--- src/rtl/dual_issue_ctrl.sv ---
// rtl/dual_issue_ctrl.sv - dual-fetch issue sequencer: fetch PC, IF/ID hold/flush, slot issue enables
// Optional statistics counters: define DUAL_ISSUE_STATS_EN.
module dual_issue_ctrl #(
   parameter int          PC_W    = 4,
   parameter logic [5:0]  OP_LW   = 6'h23,
   parameter logic [5:0]  OP_SW   = 6'h2B,
   parameter logic [5:0]  OP_ADDI = 6'h08
) (
   input  logic            reloj,
   input  logic            resetIF,
   input  logic            pair_valid,
   input  logic [5:0]      opcode1,
   input  logic [5:0]      opcode2,
   input  logic [4:0]      rs1,
   input  logic [4:0]      rt1,
   input  logic [4:0]      rd1,
   input  logic [4:0]      rs2,
   input  logic [4:0]      rt2,
   input  logic [4:0]      rd2,
   input  logic            ex_load,
   input  logic [4:0]      ex_rt,
   input  logic            br_taken,
   input  logic [PC_W-1:0] br_target,
   output logic [PC_W-1:0] pc,
   output logic [PC_W-1:0] pc_4,
   output logic [PC_W-1:0] pc_8,
   output logic            ifid_hold,
   output logic            ifid_flush,
   output logic            issue1,
   output logic            issue2,
   output logic [1:0]      state,
   output logic [15:0]     dual_cnt,
   output logic [15:0]     split_cnt
);

   typedef enum logic [1:0] {
      RUN   = 2'd0,
      SPLIT = 2'd1,
      STALL = 2'd2,
      FLUSH = 2'd3
   } state_t;

   localparam logic [PC_W-1:0] PC_ONE = PC_W'(1);
   localparam logic [PC_W-1:0] PC_TWO = PC_W'(2);

   state_t          state_q, state_next;
   logic [PC_W-1:0] pc_q, pc_next;

   logic            dest1_valid;
   logic [4:0]      dest1;
   logic            dep, memconf, lu1, lu2;
   logic            mem1, mem2;

   // rd2 is part of the IF/ID bundle but slot 2 never produces a hazard by its destination
   logic            unused_fields;
   assign unused_fields = ^rd2;

   // true when register r is one of the sources read by an instruction
   function automatic logic reads_reg(input logic [4:0] r, input logic [5:0] op,
                                      input logic [4:0] rs, input logic [4:0] rt);
      logic hit;
      hit = (r == rs);
      if ((op == 6'h00) || (op == OP_SW))
         hit = hit || (r == rt);
      return hit;
   endfunction

   // slot-1 destination, register 0 never counts as a write
   always_comb begin
      dest1       = 5'd0;
      dest1_valid = 1'b0;
      if (opcode1 == 6'h00) begin
         dest1       = rd1;
         dest1_valid = (rd1 != 5'd0);
      end else if ((opcode1 == OP_LW) || (opcode1 == OP_ADDI)) begin
         dest1       = rt1;
         dest1_valid = (rt1 != 5'd0);
      end
   end

   assign mem1    = (opcode1 == OP_LW) || (opcode1 == OP_SW);
   assign mem2    = (opcode2 == OP_LW) || (opcode2 == OP_SW);
   assign dep     = dest1_valid && reads_reg(dest1, opcode2, rs2, rt2);
   assign memconf = mem1 && mem2;
   assign lu1     = ex_load && (ex_rt != 5'd0) && reads_reg(ex_rt, opcode1, rs1, rt1);
   assign lu2     = ex_load && (ex_rt != 5'd0) && reads_reg(ex_rt, opcode2, rs2, rt2);

   // next-state, next-pc and issue/hold/flush decisions; a taken branch overrides everything
   always_comb begin
      state_next = state_q;
      pc_next    = pc_q;
      issue1     = 1'b0;
      issue2     = 1'b0;
      ifid_hold  = 1'b0;
      ifid_flush = 1'b0;
      if (br_taken) begin
         ifid_flush = 1'b1;
         pc_next    = br_target;
         state_next = FLUSH;
      end else begin
         case (state_q)
            RUN: begin
               if (!pair_valid) begin
                  pc_next = pc_q + PC_TWO;
               end else if (lu1 || lu2) begin
                  ifid_hold  = 1'b1;
                  state_next = STALL;
               end else if (dep || memconf) begin
                  issue1     = 1'b1;
                  ifid_hold  = 1'b1;
                  state_next = SPLIT;
               end else begin
                  issue1  = 1'b1;
                  issue2  = 1'b1;
                  pc_next = pc_q + PC_TWO;
               end
            end
            SPLIT: begin
               if (lu2) begin
                  ifid_hold = 1'b1;
               end else begin
                  issue2     = 1'b1;
                  pc_next    = pc_q + PC_TWO;
                  state_next = RUN;
               end
            end
            STALL: begin
               ifid_hold  = 1'b1;
               state_next = RUN;
            end
            default: begin
               // FLUSH: the pair in IF/ID was fetched before the redirect and is stale
               pc_next    = pc_q + PC_TWO;
               state_next = RUN;
            end
         endcase
      end
   end

   // pc and state registers
   always_ff @(posedge reloj) begin
      if (!resetIF) begin
         pc_q    <= '0;
         state_q <= RUN;
      end else begin
         pc_q    <= pc_next;
         state_q <= state_next;
      end
   end

   assign pc    = pc_q;
   assign pc_4  = pc_q + PC_ONE;
   assign pc_8  = pc_q + PC_TWO;
   assign state = state_q;

`ifdef DUAL_ISSUE_STATS_EN
   logic [15:0] dual_q, split_q;

   // saturating counts of dual-issue cycles and entries into SPLIT
   always_ff @(posedge reloj) begin
      if (!resetIF) begin
         dual_q  <= '0;
         split_q <= '0;
      end else begin
         if (issue1 && issue2 && (dual_q != 16'hFFFF))
            dual_q <= dual_q + 16'd1;
         if ((state_q != SPLIT) && (state_next == SPLIT) && (split_q != 16'hFFFF))
            split_q <= split_q + 16'd1;
      end
   end

   assign dual_cnt  = dual_q;
   assign split_cnt = split_q;
`else
   assign dual_cnt  = 16'd0;
   assign split_cnt = 16'd0;
`endif

endmodule

--- config.mk ---
export PLATFORM = sky130hd
export DESIGN_NAME = dual_issue_ctrl
export DESIGN_NICKNAME = d
export VERILOG_FILES = /design/src/rtl/dual_issue_ctrl.sv
export SDC_FILE = /design/constraint.sdc
export NUM_CORES = 1
export LEC_CHECK = 0
export BUFFER_PORTS_ARGS = -buffer_cell sky130_fd_sc_hd__buf_2
export CORE_UTILIZATION = 25
export CTS_BUF_LIST = sky130_fd_sc_hd__clkbuf_2
export CTS_CLUSTER_DIAMETER = 80
export DETAILED_ROUTE_END_ITERATION = 7
export GPL_TIMING_DRIVEN = 0
export SYNTH_ARGS = -nofsm -noshare
export SYNTH_HDL_FRONTEND = slang
export SYNTH_SLANG_ARGS = --single-unit
--- constraint.sdc ---
create_clock -name reloj -period 4.85 [get_ports reloj]
set_clock_uncertainty 0.2 [all_clocks]
set_input_delay 0.7275 -clock reloj [delete_from_list [all_inputs] [get_ports reloj]]
set_output_delay 0.7275 -clock reloj [all_outputs]
set_load 0.02 [all_outputs]
# Yosys cells after proc, flatten, opt, wreduce, memory -nomap -nowiden
# Cells that the tools add are included.
# totals
ff_bits	6
out_inout_bits	50
# classes
add_sub_neg	2
n_eq_ne	19
n_mux	36
reduce_logical	23
# op_table
operator	n
$eq A5 B5 Y1	6
$eq A6 B6 Y1 const B	4
$mux W1	20
$mux W4	5
$reduce_bool A5 Y1	3
$logic_not A6 Y1	2
$ne A4 B4 Y1 const B	3
$pmux W4 S3	1
$logic_or A1 B1 Y1	10
$mux W2	5
$mux W5	2
$eq A6 B4 Y1 const B	1
$ne A3 B3 Y1 const B	2
$logic_and A1 B1 Y1	5
$add A4 B1 Y4 const B	1
$add A4 B2 Y4 const B	1
$pmux W2 S2	1
$reduce_and A4 Y1	1
$pmux W1 S3	1
$reduce_and A3 Y1	1
$eq A2 B1 Y1 const B	1
$eq A2 B2 Y1 const B	1
$logic_not A2 Y1	1
$ne A2 B2 Y1 const B	1
$pmux W1 S2	1

# Logic depth before layout (Yosys ltp)
# Gate-level depths: netlist of run 1.
# logic_depth
depth_word	14
ltp_mapped	9
mapped_depth_nobuf	8

# Worst setup path before layout of run 1
# Ideal clock, no wire load.
# synth_timing
path_type	input-to-output
start	in opcode1[0]
end	out ifid_hold
arrival_ns	2.919
slack_ns	1.003
stages	9
path_cell_list	or4b_1 -> buf_2 -> a211oi_2 -> a221oi_1 -> a2111oi_2 -> nand4b_1 -> a311oi_2 -> nor2_1 -> nor2_1
# synth_between
elab_chain_cells	14
word_cells_on_any_way	26
# synth_lines
item	line	source
start, declared	12	input logic [5:0] opcode1,
$eq A6 B6 Y1 / $eq A6 B4 Y1 (equally long branches)	75, 81	
$logic_or A1 B1 Y1	75	end else if ((opcode1 == OP_LW) || (opcode1 == OP_ADDI)) begin
$mux W5	75	
$mux W5	72	if (opcode1 == 6'h00) begin
$eq A5 B5 Y1 (on tied branches)	62, 64	
$logic_or A1 B1 Y1	64	hit = hit || (r == rt);
$mux W1	63	if ((op == 6'h00) || (op == OP_SW))
$logic_and A1 B1 Y1	83	assign dep = dest1_valid && reads_reg(dest1, opcode2, rs2, rt2);
$logic_or A1 B1 Y1	108	end else if (dep || memconf) begin
$mux W1	108	
$mux W1 *	105	end else if (lu1 || lu2) begin
$mux W1 *	103	if (!pair_valid) begin
$pmux W1 S3 *	101	case (state_q)
$mux W1 *	96	if (br_taken) begin
end, declared	27	output logic ifid_hold,
# Every way passes the cells marked *; elsewhere a longest branch is shown, timed or not.

# Worst setup path after layout of run 1
# Ends and elaborated chain as after synthesis.

==> summary.md, run 1 <==
| Metric | Value |
|---|---|
| Outcome | `completed` |
| Share of cells above drive strength 1 | `37.4%` |
| Grt met2 use | `22.1%` |
| Initial antenna violation count | `0` |
| WL final | `4200 um` |
| Final Max Slew Viols | `0` |
| CP cell instances | `buf_2 -> or4_1 -> nor2_2 -> a221oi_1 -> a2111oi_2 -> nand4b_1 -> a311oi_2 -> nor2_1 -> nor2_1 -> buf_2` |
| Post-CTS setup buffers | `0` |
| Crit path kind | `in -> out` |
| WL per Instance | `11.4 um` |
| Design area | `1990 um^2` |
| Die area | `6130 um^2` |
| GRT Max-Usage Layer | `met2` |
| Max_cap viols | `0` |
| Die Ht | `78.3 um` |
| Post-synthesis adder-cell area fraction | `1.72%` |
| Num Clock Sinks | `6` |
| Xor/xnor share of the synthesized area | `15.6%` |
| Crit. End Element | `output port` |
| Drt pass-1 iters | `4` |
| Placed cell area | `1980 um^2` |
| VDD IR-drop max | `75.3 uV` |
| Grt ovf | `0` |
| Largest net degree at the start of global routing | `11` |
| Fmax achieved | `235 MHz` |
| Post-synthesis cell count | `200` |
| Average size of a mapped cell | `7.28 um^2` |
| Routability cong. | `0.874` |
| Met1 Use GR | `18.1%` |
| Vias | `1692` |
| Worst path max stage delay | `0.55 ns` |
| GRT Overall Usage | `13.2%` |
| Largest family of logic cells by synthesized area | `simple AND/OR/NAND/NOR gates` |
| Initial Util | `26.1%` |
| Vias per cell | `4.59` |
| Port bufs | `63` |
| Synth area leader | `buf_4` |
| Diodes inserted | `0` |
| WP data required | `3.92 ns` |
| Antenna-violating nets left | `0` |
| Synthesis Warnings | `0` |
| Worst hold path class | `reg -> reg` |
| Worst setup SP type | `input pin` |
| Power after layout | `0.264 mW` |
| FP Rows | `27` |
| PD cells | `132 nW/um^2` |
| Final Hold Violating Endpoints | `0` |
| First-pass GRT wire length | `6600 um` |
| Tmin final | `4.26 ns` |
| Pleak | `0.965 nW` |
| Worst-path fanout max | `8` |
| Die width | `78.3 um` |
| Clock Path Buffers | `2` |
| Main synth FF type | `dfxtp_1` |
| Post-CTS sizing | `0` |
| Distinct cells, synth | `52` |
| Post-synthesis mux area share | `1.46%` |
| CTS tree | `done` |
| Number of synthesized flops with an enable pin | `0` |
| RSZ-0062 raised after global routing | `false` |
| Fin worst setup slack | `0.586 ns` |
| Post-synth ARST share | `0%` |
| Setup TNS | `0 ns` |
| Synth top area share | `18.0%` |
| Tcrit/Tclk final | `87.9%` |
| Initial DRC Count | `74` |
| Clock Pin Slew Worst Setup and Hold Paths | `0.07 ns` |
| Yosys reg bits | `6` |
| Post-synthesis sequential area ratio | `8.25%` |
| Final setup fails | `0` |
| H-tree levels | `1` |
| CTS buffer count | `3` |
| Most frequent cells in the layout | `buf_2, buf_4, conb_1` |
| Dpl ws | `0.624 ns` |
| Hold Buf Count CTS | `0` |
| Hpwl dp | `3540 um` |
| Root Buffer | `clkbuf_2` |
| Top post-synthesis cells by area | `buf_4, xor2_1, dfxtp_1, xnor2_1, a221oi_1` |
| Clock Latency Late Sink | `0.23 ns` |
| Max_slew headroom | `46.8%` |
| Detailed-route DRC error count | `0` |
| Post-Synth Simple-Gate Area | `26.4%` |
| Critical path's slowest cell | `or4_1` |
| Layout Nets | `357` |
| Worst slew pin tran | `0.787 ns` |
| IO Count | `106` |
| Area growth syn-to-layout | `36.9%` |
| Vias in the first global route | `1445` |
| Met3 Usage GRT | `0.930%` |
| Worst EP arrival | `3.34 ns` |
| Mapped Area | `1460 um^2` |
| Core Box Area | `5570 um^2` |
| Most common cell after layout, fill and taps aside | `buf_2` |
| Compound-Gate Fraction of Synth Area | `24.6%` |
## critical path: cells and delay by family
kind | cells | cell delay (ns)
AND/OR/NAND/NOR | 5 | 1.25
buffers and inverters | 2 | 0.31
AO/OA/AOI/OAI | 3 | 1.05
## stage by stage
step	utilization [%]	hold slack, ns	instances
2_1_floorplan	-	0.439	231
3_3_place_gp	35.5	0.377	366
3_5_place_dp	35.5	0.390	366
4_1_cts	35.8	0.393	369
5_1_grt	35.8	0.424	369
6_report	35.8	0.384	369
## cells in the mapped netlist (2+ instances only)
cell type,instances
ha_1,2
o311a_1,3
nand2_1,11
xor2_1,14
o31a_1,2
o21ai_0,2
o21a_1,2
or2_2,2
a211oi_1,5
nand4b_1,3
and2_1,6
a31oi_1,8
or4_1,3
clkbuf_1,5
buf_4,35
o211ai_1,3
nor3_1,7
buf_1,2
nand2b_1,2
dfxtp_1,6
a21oi_1,3
xnor2_1,12
nand3_1,6
nor4_1,5
a221oi_1,6
inv_1,6
or3_1,2
nor2_1,13
## path summary, 6_finish.rpt
path	from	to	slack (ns)	cells after the start
max	opcode1[0]	ifid_hold	0.59	10
min	pc[0]$_SDFFE_PN0P_	pc[0]$_SDFFE_PN0P_	0.38	2
max reg2reg	state[0]$_SDFFE_PN0P_	pc[3]$_SDFFE_PN0P_	3.03	3
min reg2reg	pc[0]$_SDFFE_PN0P_	pc[0]$_SDFFE_PN0P_	0.38	2
## cell families after synthesis
kind of cell,count (synthesis)
AO/OA/AOI/OAI,45
adder cells (fa/ha/maj),2
flip-flops,6
buffers and inverters,49
other,1
XOR/XNOR,26
multiplexers,2
AND/OR/NAND/NOR,69
## flip-flops by register name, summed over array words and instances (netlist names)
register,count
pc,4
state,2
## area by class of cell
type,count,area [um^2]
clock buffers,3,15.0
multi-input cells,176,1140
flip-flops and latches,6,120
fillers,616,3580
plain buffers,43,294
inverters,6,22.5
well taps,72,90.1
repair buffers,63,315
## metal layers
layer	routed length (um)	up-vias
li1	-	864
met1	2000	740
met2	1860	83
met3	290	5
met4	40	0
met5	0	-
## report_power, final
part / internal, mW / total, mW / switching, mW / leakage (nW)
combinational: 0.0714 / 0.168 / 0.0967 / 0.902
clock: 0.0168 / 0.0374 / 0.0205 / 0.0125
sequential: 0.0530 / 0.0581 / 0.00519 / 0.0500
total: 0.141 / 0.264 / 0.122 / 0.965
Note: power is estimated with default switching activity, not from simulation.
==> run 2, diff against run 1 <==
--- a/config.mk
+++ b/config.mk
@@ -11,6 +11,7 @@
 export CTS_CLUSTER_DIAMETER = 80
 export DETAILED_ROUTE_END_ITERATION = 7
 export GPL_TIMING_DRIVEN = 0
+export RECOVER_POWER = 25
 export SYNTH_ARGS = -nofsm -noshare
 export SYNTH_HDL_FRONTEND = slang
 export SYNTH_SLANG_ARGS = --single-unit
==> run 2 against run 1 <==
  * Critical endpoint unchanged
  * Wire length rose by 0.55%
  * Setup slack worse by 0.021 ns
  * Final area fell by 0.38%
  * Largest cell class unchanged
  * Critical path type unchanged
  * Highest routed layer unchanged
  * Die area stayed put
==> summary.md, run 2 (synthesis results as in run 1) <==
| Metric | Value |
|---|---|
| Final Max Slew Viols | `0` |
| Fmax achieved | `233 MHz` |
| CTS tree | `done` |
| Hpwl dp | `3540 um` |
| Tmin final | `4.28 ns` |
| Worst EP arrival | `3.36 ns` |
| Num Clock Sinks | `6` |
| Vias in the first global route | `1445` |
| Routability cong. | `0.874` |
| Placed insts | `366` |
| WL final | `4220 um` |
| Antenna-violating nets left | `0` |
| Max_slew headroom | `46.8%` |
| Clock Path Buffers | `2` |
| Drt pass-1 iters | `5` |
| Worst-path fanout max | `8` |
| Outcome | `completed` |
| Post-CTS setup buffers | `0` |
| Clock Latency Late Sink | `0.24 ns` |
| Crit path buf inv count | `2` |
| CTS buffer count | `3` |
| Root Buffer | `clkbuf_2` |
| RSZ-0062 raised after global routing | `false` |
| Post-CTS sizing | `0` |
| VDD IR-drop max | `75.6 uV` |
| Util after Layout | `35.6%` |
| Detailed-route DRC error count | `0` |
| Die width | `78.3 um` |
| Design area | `1990 um^2` |
| Fin Hold WS | `0.386 ns` |
| WP data required | `3.92 ns` |
| Tcrit/Tclk final | `88.3%` |
| Grt ovf | `0` |
| Initial DRC Count | `69` |
| Vias | `1696` |
| Critical path's slowest cell | `or4_1` |
| Worst slew pin tran | `0.786 ns` |
| Initial Util | `26.1%` |
| Die area | `6130 um^2` |
| Max FFs per register | `4` |
| Hold Buf Count CTS | `0` |
| Setup TNS | `0 ns` |
| Worst path max stage delay | `0.55 ns` |
| Initial antenna violation count | `0` |
| Final Hold Violating Endpoints | `0` |
| Final cell count without fillers | `369` |
| Worst hold path class | `reg -> reg` |
| Share of cells above drive strength 1 | `35.4%` |
| First-pass GRT wire length | `6600 um` |
| H-tree levels | `1` |
| FP Rows | `27` |
| Port bufs | `63` |
| Max_cap viols | `0` |
| IO Count | `106` |
| WL per Instance | `11.4 um` |
| Most common cell after layout, fill and taps aside | `buf_2` |
| Clock Pin Slew Worst Setup and Hold Paths | `0.08 ns` |
| Area growth syn-to-layout | `36.3%` |
| GRT Overall Usage | `13.2%` |
| Layout Nets | `357` |
| Vias per cell | `4.60` |
| CP cell instances | `buf_2 -> or4_1 -> nor2_2 -> a221oi_1 -> a2111oi_2 -> nand4b_1 -> a311oi_2 -> nor2_1 -> nor2_1 -> buf_2` |
| Core Box Area | `5570 um^2` |
| Worst setup SP type | `input pin` |
| Largest net degree at the start of global routing | `11` |
| Crit path kind | `in -> out` |
| Final setup fails | `0` |
| Pleak | `0.944 nW` |
| Placed cell area | `1980 um^2` |
| Diodes inserted | `0` |
| Die Ht | `78.3 um` |
| PD cells | `133 nW/um^2` |
| Most frequent cells in the layout | `buf_2, buf_4, conb_1` |
| Crit. End Element | `output port` |
| Crit-path leading delay family | `simple AND/OR/NAND/NOR gates` |
[run 2: cell count changes in the layout (fill, tap and decap cells not counted), sizes merged]
cell,delta
buf,-6
clkbuf,+6
[run 2: routing by layer]
layer  global-route usage (%)  wire (um)
met1                     18.1       2010
met2                     22.1       1880
met4                     3.89         40
met5                        0          0
met3                    0.930        291
[run 2: cell type report]
class | count | area, um^2
inverter | 6 | 22.5
sequential | 6 | 120
clock buffer | 3 | 15.0
tap | 72 | 90.1
buffer | 43 | 294
multi-input combinational | 176 | 1140
timing repair buffer | 63 | 308
fill | 622 | 3590
[run 2: power breakdown]
group	leakage, nW	switching, mW	internal [mW]
registers	0.0500	0.00538	0.0530
clock network	0.0125	0.0216	0.0168
logic	0.881	0.0968	0.0705
total	0.944	0.124	0.140
[run 2: worst paths after layout]
path | cells after the start | end | slack (ns) | from
hold reg to reg | 2 | pc[0]$_SDFFE_PN0P_ | 0.39 | pc[0]$_SDFFE_PN0P_
setup / recovery | 10 | ifid_hold | 0.57 | opcode1[0]
setup reg to reg | 3 | pc[3]$_SDFFE_PN0P_ | 3.02 | state[0]$_SDFFE_PN0P_
hold / removal | 2 | pc[0]$_SDFFE_PN0P_ | 0.39 | pc[0]$_SDFFE_PN0P_
[run 2: metrics by stage]
step | total power [mW] | setup slack [ns]
global route | 0.283 | 0.221
finish | 0.264 | 0.566
floorplan | 0.175 | 1.00
detailed placement | 0.226 | 0.624
global placement | 0.225 | 0.630
CTS | 0.265 | 0.622
[run 2: worst register-to-register path, stage by stage, from the launching register on]
cell and delay, ns:
dfxtp_1 0.40, nor3b_1 0.61, nor4_1 0.14, o311a_1 0.36
==> run 3, diff against run 2 <==
--- a/config.mk
+++ b/config.mk
@@ -10,7 +10,7 @@
 export CTS_BUF_LIST = sky130_fd_sc_hd__clkbuf_2
 export CTS_CLUSTER_DIAMETER = 80
 export DETAILED_ROUTE_END_ITERATION = 7
-export GPL_TIMING_DRIVEN = 0
+export GPL_TIMING_DRIVEN = 1
 export RECOVER_POWER = 25
 export SYNTH_ARGS = -nofsm -noshare
 export SYNTH_HDL_FRONTEND = slang
==> run 3 against run 2 <==
  * Sequential share of layout area rose by 0.86 points
  * Die area did not move
  * Setup slack improved by 0.021 ns
  * Via count fell by 4.9%
  * Combinational power fell by 13%
  * Highest routed layer unchanged
  * Clock-buffer cell count did not move
  * First-iteration DRC count rose by 52%
  * Worst hold slack improved by 0.0025 ns
  * Final area fell by 12%
==> summary.md, run 3 (synthesis results as in run 1) <==
| Metric | Value |
|---|---|
| Worst hold path class | `reg -> reg` |
| Placed insts | `331` |
| Area growth syn-to-layout | `19.4%` |
| Tmin final | `4.26 ns` |
| Most common cell after layout, fill and taps aside | `buf_2` |
| GRT Overall Usage | `13.2%` |
| Crit path kind | `in -> out` |
| Worst setup SP type | `input pin` |
| Antenna-violating nets left | `0` |
| Most frequent cells in the layout | `buf_2, conb_1, xor2_1` |
| FF+latch area | `120 um^2` |
| Post-CTS sizing | `0` |
| Worst EP arrival | `3.34 ns` |
| Die width | `78.3 um` |
| Grt met2 use | `22.3%` |
| Max_slew headroom | `51.3%` |
| Final cell count without fillers | `334` |
| Port bufs | `68` |
| GRT Max-Usage Layer | `met2` |
| Setup TNS | `0 ns` |
| Met1 Use GR | `17.6%` |
| Clock Pin Slew Worst Setup and Hold Paths | `0.06 ns` |
| Tcrit/Tclk final | `87.9%` |
| VDD IR-drop max | `76.1 uV` |
| Util after Layout | `31.2%` |
| Core Box Area | `5570 um^2` |
| Worst-path fanout max | `8` |
| Largest net degree at the start of global routing | `15` |
| PD cells | `137 nW/um^2` |
| Routability cong. | `0.877` |
| Design area | `1740 um^2` |
| Diodes inserted | `0` |
| FP Rows | `27` |
| # fillers | `654` |
| Area of the multi-input gates | `1140 um^2` |
| Initial antenna violation count | `0` |
| H-tree levels | `1` |
| Post-CTS setup buffers | `0` |
| Max FFs per register | `4` |
| Fin Hold WS | `0.388 ns` |
| Num Clock Sinks | `6` |
| Detailed-route DRC error count | `0` |
| Power after layout | `0.239 mW` |
| Initial DRC Count | `105` |
| Initial Util | `26.1%` |
| Final setup fails | `0` |
| WL final | `4010 um` |
| Crit. End Element | `output port` |
| Fin worst setup slack | `0.587 ns` |
| IO Count | `106` |
| Clock Latency Late Sink | `0.22 ns` |
| Final Max Slew Viols | `0` |
| Vias in the first global route | `1432` |
| Layout Nets | `322` |
| RSZ-0062 raised after global routing | `false` |
| Vias per cell | `4.83` |
| Drt pass-1 iters | `4` |
| Die Ht | `78.3 um` |
| Grt ovf | `0` |
| Root Buffer | `clkbuf_2` |
| Share of cells above drive strength 1 | `29.4%` |
| Clock Path Buffers | `2` |
| Hold Buf Count CTS | `0` |
| Die area | `6130 um^2` |
| CTS tree | `done` |
| WL per Instance | `12.0 um` |
| Worst slew pin tran | `0.728 ns` |
| Max_cap viols | `0` |
| Met3 Usage GRT | `2.44%` |
| Placed cell area | `1730 um^2` |
| Outcome | `completed` |
| Pleak | `0.781 nW` |
| WP data required | `3.92 ns` |
| Vias | `1613` |
| Hpwl dp | `3340 um` |
| First-pass GRT wire length | `6600 um` |
| Dpl ws | `0.617 ns` |
| Fmax achieved | `235 MHz` |
| CTS buffer count | `3` |
| Final Hold Violating Endpoints | `0` |
-- run 3: cell count changes in the layout (fill, tap and decap cells not counted), sizes merged --
cell,previous run,this run
buf,95,65
clkbuf,14,9
-- run 3: worst max-delay path, cell delays in order --
cell and delay, ns:
buf_2 0.13, or4_1 0.55, nor2_2 0.33, a221oi_1 0.21, a2111oi_2 0.35, nand4b_1 0.16, a311oi_2 0.48, nor2_1 0.12
nor2_1 0.10, buf_2 0.17
-- run 3: final cells by class --
class	instances	area share, %
Multi-Input combinational cell	176	65.3
Timing Repair Buffer	71	20.4
Sequential cell	6	6.91
Tap cell	72	5.18
Inverter	6	1.29
Clock buffer	3	0.863
-- run 3: layer usage --
layer	share of wire, %	wire, um
met5	0	0
met4	0.62	25
met3	7.5	300
met2	45	1790
met1	47	1900
-- run 3: final timing paths --
check,from,to,slack (ns),cells past startpoint
worst max-delay path,opcode1[0],ifid_hold,0.59,10
worst max register to register,state[1]$_SDFFE_PN0P_,pc[3]$_SDFFE_PN0P_,3.11,4
worst min register to register,pc[0]$_SDFFE_PN0P_,pc[0]$_SDFFE_PN0P_,0.39,2
worst min-delay path,pc[0]$_SDFFE_PN0P_,pc[0]$_SDFFE_PN0P_,0.39,2
-- run 3: power by group --
group / total [mW] / internal [mW] / switching [mW]
clock: 0.0350 / 0.0167 / 0.0183
combinational: 0.146 / 0.0527 / 0.0930
sequential: 0.0582 / 0.0530 / 0.00517
